**config.mk**
```make
export PLATFORM = sky130hd
export DESIGN_NAME = add_sub_sched
export DESIGN_NICKNAME = d
export VERILOG_FILES = /design/src/rtl/add_sub_sched.sv
export SDC_FILE = /design/constraint.sdc
export NUM_CORES = 1
export LEC_CHECK = 0
export ABC_AREA = 1
export CORE_AREA = 2 2 82 84
export CTS_CLUSTER_SIZE = 24
export DETAILED_ROUTE_END_ITERATION = 7
export DIE_AREA = 0 0 84 86
export HOLD_SLACK_MARGIN = 0.15
export PLACE_DENSITY_LB_ADDON = 0.25
export SETUP_SLACK_MARGIN = 0.2
export SYNTH_ARGS = -nofsm -noshare
export SYNTH_HDL_FRONTEND = slang
export SYNTH_SLANG_ARGS = --single-unit
```
**constraint.sdc**
```tcl
create_clock -name clk -period 1.9 [get_ports clk]
set_clock_uncertainty 0.2 [all_clocks]
set_input_delay 0.19 -clock clk [delete_from_list [all_inputs] [get_ports clk]]
set_output_delay 0.19 -clock clk [all_outputs]
set_load 0.05 [all_outputs]
```
**src/rtl/add_sub_sched.sv**
```systemverilog
// -----------------------------------------------------------------------------
// add_sub_sched
//   Shares one 4-bit add/subtract datapath between two requesters. A small
//   three-state FSM (IDLE -> CALC -> DONE) takes one operation at a time.
//   Simultaneous requests are arbitrated round-robin. Results are presented
//   as a sign/magnitude pair.
//
// Ports
//   clk            system clock (all state changes on the rising edge)
//   rst            asynchronous active-high reset
//   req0 / req1    level request, held by the requester until its grant
//   a0,b0 / a1,b1  4-bit unsigned operands of requester 0 / 1
//   m0 / m1        mode of requester 0 / 1: 0 = add, 1 = subtract
//   gnt0 / gnt1    one-cycle grant: this requester's operands were captured
//   busy           high whenever the FSM is not IDLE
//   s              registered result magnitude (carry in s[4] for add)
//   sign           registered result sign, 1 = negative
//   done           one-cycle pulse: s / sign / done_id are valid
//   done_id        requester that owns the current result
//   op_cnt         count of completed operations (wraps silently)
// -----------------------------------------------------------------------------
module add_sub_sched #(
  parameter int CNT_W = 8
) (
  input  logic             clk,
  input  logic             rst,
  input  logic             req0,
  input  logic             req1,
  input  logic [3:0]       a0,
  input  logic [3:0]       b0,
  input  logic [3:0]       a1,
  input  logic [3:0]       b1,
  input  logic             m0,
  input  logic             m1,
  output logic             gnt0,
  output logic             gnt1,
  output logic             busy,
  output logic [4:0]       s,
  output logic             sign,
  output logic             done,
  output logic             done_id,
  output logic [CNT_W-1:0] op_cnt
);

  typedef enum logic [1:0] {
    ST_IDLE = 2'd0,
    ST_CALC = 2'd1,
    ST_DONE = 2'd2
  } state_t;

  localparam logic [CNT_W-1:0] CNT_ONE = {{(CNT_W-1){1'b0}}, 1'b1};

  // Returns {sign, magnitude[4:0]}. Subtraction always yields the
  // non-negative difference, with the sign carrying the direction.
  function automatic logic [5:0] add_sub_calc(
    input logic [3:0] a,
    input logic [3:0] b,
    input logic       m
  );
    logic [5:0] r;
    if (!m) begin
      r = {1'b0, ({1'b0, a} + {1'b0, b})};
    end else if (a >= b) begin
      r = {1'b0, 1'b0, (a - b)};
    end else begin
      r = {1'b1, 1'b0, (b - a)};
    end
    return r;
  endfunction

  state_t           state_q, state_d;
  logic [3:0]       a_q, a_d;
  logic [3:0]       b_q, b_d;
  logic             m_q, m_d;
  logic             id_q, id_d;
  logic             last_q, last_d;
  logic             gnt0_q, gnt0_d;
  logic             gnt1_q, gnt1_d;
  logic             busy_q, busy_d;
  logic             done_q, done_d;
  logic [4:0]       s_q, s_d;
  logic             sign_q, sign_d;
  logic             done_id_q, done_id_d;
  logic [CNT_W-1:0] op_cnt_q, op_cnt_d;
  logic             win_s;
  logic [5:0]       res_s;

  // Next-state, operand capture, result and counter logic.
  always_comb begin
    state_d   = state_q;
    a_d       = a_q;
    b_d       = b_q;
    m_d       = m_q;
    id_d      = id_q;
    last_d    = last_q;
    gnt0_d    = 1'b0;
    gnt1_d    = 1'b0;
    done_d    = 1'b0;
    s_d       = s_q;
    sign_d    = sign_q;
    done_id_d = done_id_q;
    op_cnt_d  = op_cnt_q;
    win_s     = 1'b0;
    res_s     = add_sub_calc(a_q, b_q, m_q);

    case (state_q)
      ST_IDLE: begin
        // On a tie the requester that was not served last wins.
        if (req0 && req1) begin
          win_s = ~last_q;
        end else if (req1) begin
          win_s = 1'b1;
        end else begin
          win_s = 1'b0;
        end

        if (req0 || req1) begin
          state_d = ST_CALC;
          id_d    = win_s;
          last_d  = win_s;
          gnt0_d  = ~win_s;
          gnt1_d  = win_s;
          if (win_s) begin
            a_d = a1;
            b_d = b1;
            m_d = m1;
          end else begin
            a_d = a0;
            b_d = b0;
            m_d = m0;
          end
        end else begin
          state_d = ST_IDLE;
        end
      end

      ST_CALC: begin
        s_d       = res_s[4:0];
        sign_d    = res_s[5];
        done_id_d = id_q;
        done_d    = 1'b1;
        state_d   = ST_DONE;
      end

      ST_DONE: begin
        op_cnt_d = op_cnt_q + CNT_ONE;
        state_d  = ST_IDLE;
      end

      default: begin
        state_d = ST_IDLE;
      end
    endcase

    // busy is registered from the next state so it tracks the state register.
    busy_d = (state_d != ST_IDLE);
  end

  // State and output registers; reset aborts any operation in flight.
  always_ff @(posedge clk or posedge rst) begin
    if (rst) begin
      state_q   <= ST_IDLE;
      a_q       <= 4'd0;
      b_q       <= 4'd0;
      m_q       <= 1'b0;
      id_q      <= 1'b0;
      last_q    <= 1'b1;
      gnt0_q    <= 1'b0;
      gnt1_q    <= 1'b0;
      busy_q    <= 1'b0;
      done_q    <= 1'b0;
      s_q       <= 5'd0;
      sign_q    <= 1'b0;
      done_id_q <= 1'b0;
      op_cnt_q  <= '0;
    end else begin
      state_q   <= state_d;
      a_q       <= a_d;
      b_q       <= b_d;
      m_q       <= m_d;
      id_q      <= id_d;
      last_q    <= last_d;
      gnt0_q    <= gnt0_d;
      gnt1_q    <= gnt1_d;
      busy_q    <= busy_d;
      done_q    <= done_d;
      s_q       <= s_d;
      sign_q    <= sign_d;
      done_id_q <= done_id_d;
      op_cnt_q  <= op_cnt_d;
    end
  end

  assign gnt0    = gnt0_q;
  assign gnt1    = gnt1_q;
  assign busy    = busy_q;
  assign done    = done_q;
  assign s       = s_q;
  assign sign    = sign_q;
  assign done_id = done_id_q;
  assign op_cnt  = op_cnt_q;

endmodule
```
==> results by group <==
STA
  • Final min period: 1.75 ns
  • Slew HR: 66.7%
  • Fin Setup TNS: 0 ns
  • Period utilization: 92.2%
  • Fmax: 0.571 GHz
  • Final Hold Fails: 0
  • RSZ-0062 raised after global routing: true
  • Worst Tran Pin Value: 0.501 ns
  • Setup violations, final: 0
  • Slew Viols, Final: 0

GRT
  • Initial antenna violation count: 0
  • Largest net degree at the start of global routing: 32
  • Grt ovf: 0
  • GR Util All Layers: 12.0%
  • First-pass GRT wire length: 6.96 mm
  • Vias in the first global route: 1,482

Setup path
  • CP Cell Sequence: inv_2 > ha_2 > fa_1 > xnor2_1 > o211ai_1 > nand2_1
  • Arr. time, crit path: 1.72 ns
  • CP Max Fanout: 3
  • Critical path's slowest cell: dfrtp_2
  • Cells on worst reg2reg path: 6
  • CP endpoint: s[2]
  • CP Data Required Time: 1.87 ns
  • Reg2reg end: s[2]
  • CP bufs+invs: 1
  • Worst R2R Start: b_q[0]
  • Critical path endpoint category: flip-flop
  • Worst setup SP type: flip-flop
  • Cell family with most CP delay: adder cells
  • CP peak stage delay: 0.41 ns
  • Critical path launch point: b_q[0]
  • R2r setup slk: 0.15 ns
  • Stages on worst setup path: 6
  • Crit Path Class: reg2reg

CTS
  • Clk slew on worst S/H paths: 0.07 ns
  • Htree depth: 2
  • CTS tree: built
  • Clk sinks: 31
  • CTS Root Cell: clkbuf_8
  • CTS max path bufs: 2
  • Inserted Clock Buffers: 5
  • Later-pin clock latency in the skew report: 0.28 ns

Detailed routing
  • Vias: 1,440
  • DRC: 0
  • Vias per inst: 4.38
  • Detail Route Antenna Nets: 0
  • 1st-pass router iterations: 4
  • Avg WL per Cell: 12.2 um
  • Initial DRC count: 70
  • Final wirelength: 4.00 mm

Cells and area
  • Final core utilization: 39.8%
  • Most frequent cells in the layout: nand2_1 (32), dfrtp_1 (29), buf_4 (24)
  • Fillers: 641
  • Nets: 288
  • Share of cells above drive strength 1: 29.0%
  • Commonest non-fill, non-tap cell in the layout: nand2_1
  • Area grow syn2layout: 36.5%
  • Antenna cells: 0

Hold path
  • Worst min-delay path class: reg2reg

Synthesis
  • Top post-synthesis cells by area: dfrtp_1 (41%), ha_1 (8.2%), nand2_1 (6.8%)
  • Syn avg cell area: 9.20 um^2
  • FF+latch count, synth: 31
  • Sequential fraction of the synthesis area: 42.4%
  • Unique masters post-synth: 34
  • Top-area cell type share of the netlist area: 41.0%
  • Syn Nets: 236
  • Largest area contributor in the netlist: dfrtp_1
  • Post-Synthesis Cells: 199
  • Yosys warns: 0
  • Mapped Area: 1830 um^2

Placed design
  • Dpl hpwl: 3.08 mm
  • Routability Congestion: 0.813
  • Port Buffers: 40

Die
  • Die height: 86 um
  • Row count: 29
  • Total core area: 6280 um^2
  • IO Pins: 41
  • Die area: 7220 um^2
  • Die Width: 84 um
  • Initial core utilization: 29.2%

Pwr
  • Max IR drop VDD: 714 uV
  • Cell Pwr Density: 2060 nW/um^2
  • Leak Pwr: 1.20 nW

Job
  • Max-cap violation count: 0

Run status
  • Status: complete, no violations
[power by group]
| part | switching (mW) | internal [mW] | total (mW) |
|---|---|---|---|
| logic | 2.04 | 1.29 | 3.33 |
| registers | 0.231 | 0.958 | 1.19 |
| clock network | 0.241 | 0.392 | 0.633 |
[cells in the mapped netlist (all sizes together)]
master / number
nand2: 38
dfrtp: 30
inv: 28
nor2: 27
o21ai: 16
ha: 12
nand3: 8
o22ai: 8
a21oi: 6
buf: 4
xnor2: 4
xor2: 4
fa: 3
nand3b: 2
a22oi: 1
a32o: 1
dfstp: 1
nand4: 1
nor3: 1
o211ai: 1
o21bai: 1
o31ai: 1
or2: 1
[flip-flops by register name (all words and copies together) (netlist names)]
name / flops
a_q: 4
b_q: 4
busy: 1
done: 1
done_id: 1
gnt0: 1
gnt1: 1
id_q: 1
last_q: 1
m_q: 1
op_cnt: 8
s: 5
sign: 1
state_q: 1
[tightest hold or removal path, stage by stage (launching register included)]
cell and delay (ns):
dfstp_2 0.37, nand2_1 0.05, nand2_1 0.04
[worst min-delay path by stage]
stage,from,end,slack (ns),cells after the start
floorplan,rst,a_q[0],0.09,1
global placement,last_q,last_q,0.26,2
detailed placement,last_q,last_q,0.26,2
CTS,last_q,last_q,0.27,2
global route,last_q,last_q,0.31,2
finish,last_q,last_q,0.27,2
[through the flow]
step | instance area [um^2] | std cells | total power [mW] | hold WS (ns) | setup slack [ns]
finish | 2500 | 329 | 5.15 | 0.268 | 0.148
global route | 2500 | 329 | 5.61 | 0.308 | 0.0401
CTS | 2480 | 329 | 5.11 | 0.269 | 0.0920
detailed placement | 2320 | 319 | 4.33 | 0.260 | 0.00925
global placement | 2320 | 319 | 4.29 | 0.258 | 0.0486
floorplan | 1850 | 199 | 3.52 | 0.0928 | 0.200
[layout make-up]
cell class | instances | area (um^2) | area share, %
repair buffers | 49 | 427 | 17.1
well taps | 77 | 96.3 | 3.85
clock buffers | 7 | 76.3 | 3.05
inverters | 28 | 110 | 4.40
clock inverters | 1 | 30.0 | 1.20
multi-input cells | 136 | 982 | 39.3
flip-flops and latches | 31 | 778 | 31.1
[layer usage]
metal  wire [um]  global-route usage, %  vias up  share of wire (%)
met5           0                      0        -                  0
met4          49                   4.55        0                1.2
met3         180                   3.08        4                4.5
met2        1810                   18.4       36                 45
met1        1960                   16.5      662                 49
li1            -                      -      738                  -
[cell families (layout without fill, tap and decap cells)]
family                   after synthesis  count (layout)  share of synthesized area [%]
AO/OA/AOI/OAI                         35              35                           14.7
adder cells (fa/ha/maj)               15              15                           11.5
buffers and inverters                 32              85                           7.65
flip-flops                            31              31                           42.4
AND/OR/NAND/NOR                       78              78                           19.9
XOR/XNOR                               8               8                           3.82
[repair_timing]
item / in CTS / in global routing
hold buffers: 1 / 0
gates resized for setup: 12 / 9
endpoints found under the setup margin: 8 / 14
pin swaps: 5 / 3
buffers inserted: 1 / 0
endpoints found under the hold margin: 30 / 0
Note: power is estimated with default switching activity, not from simulation.
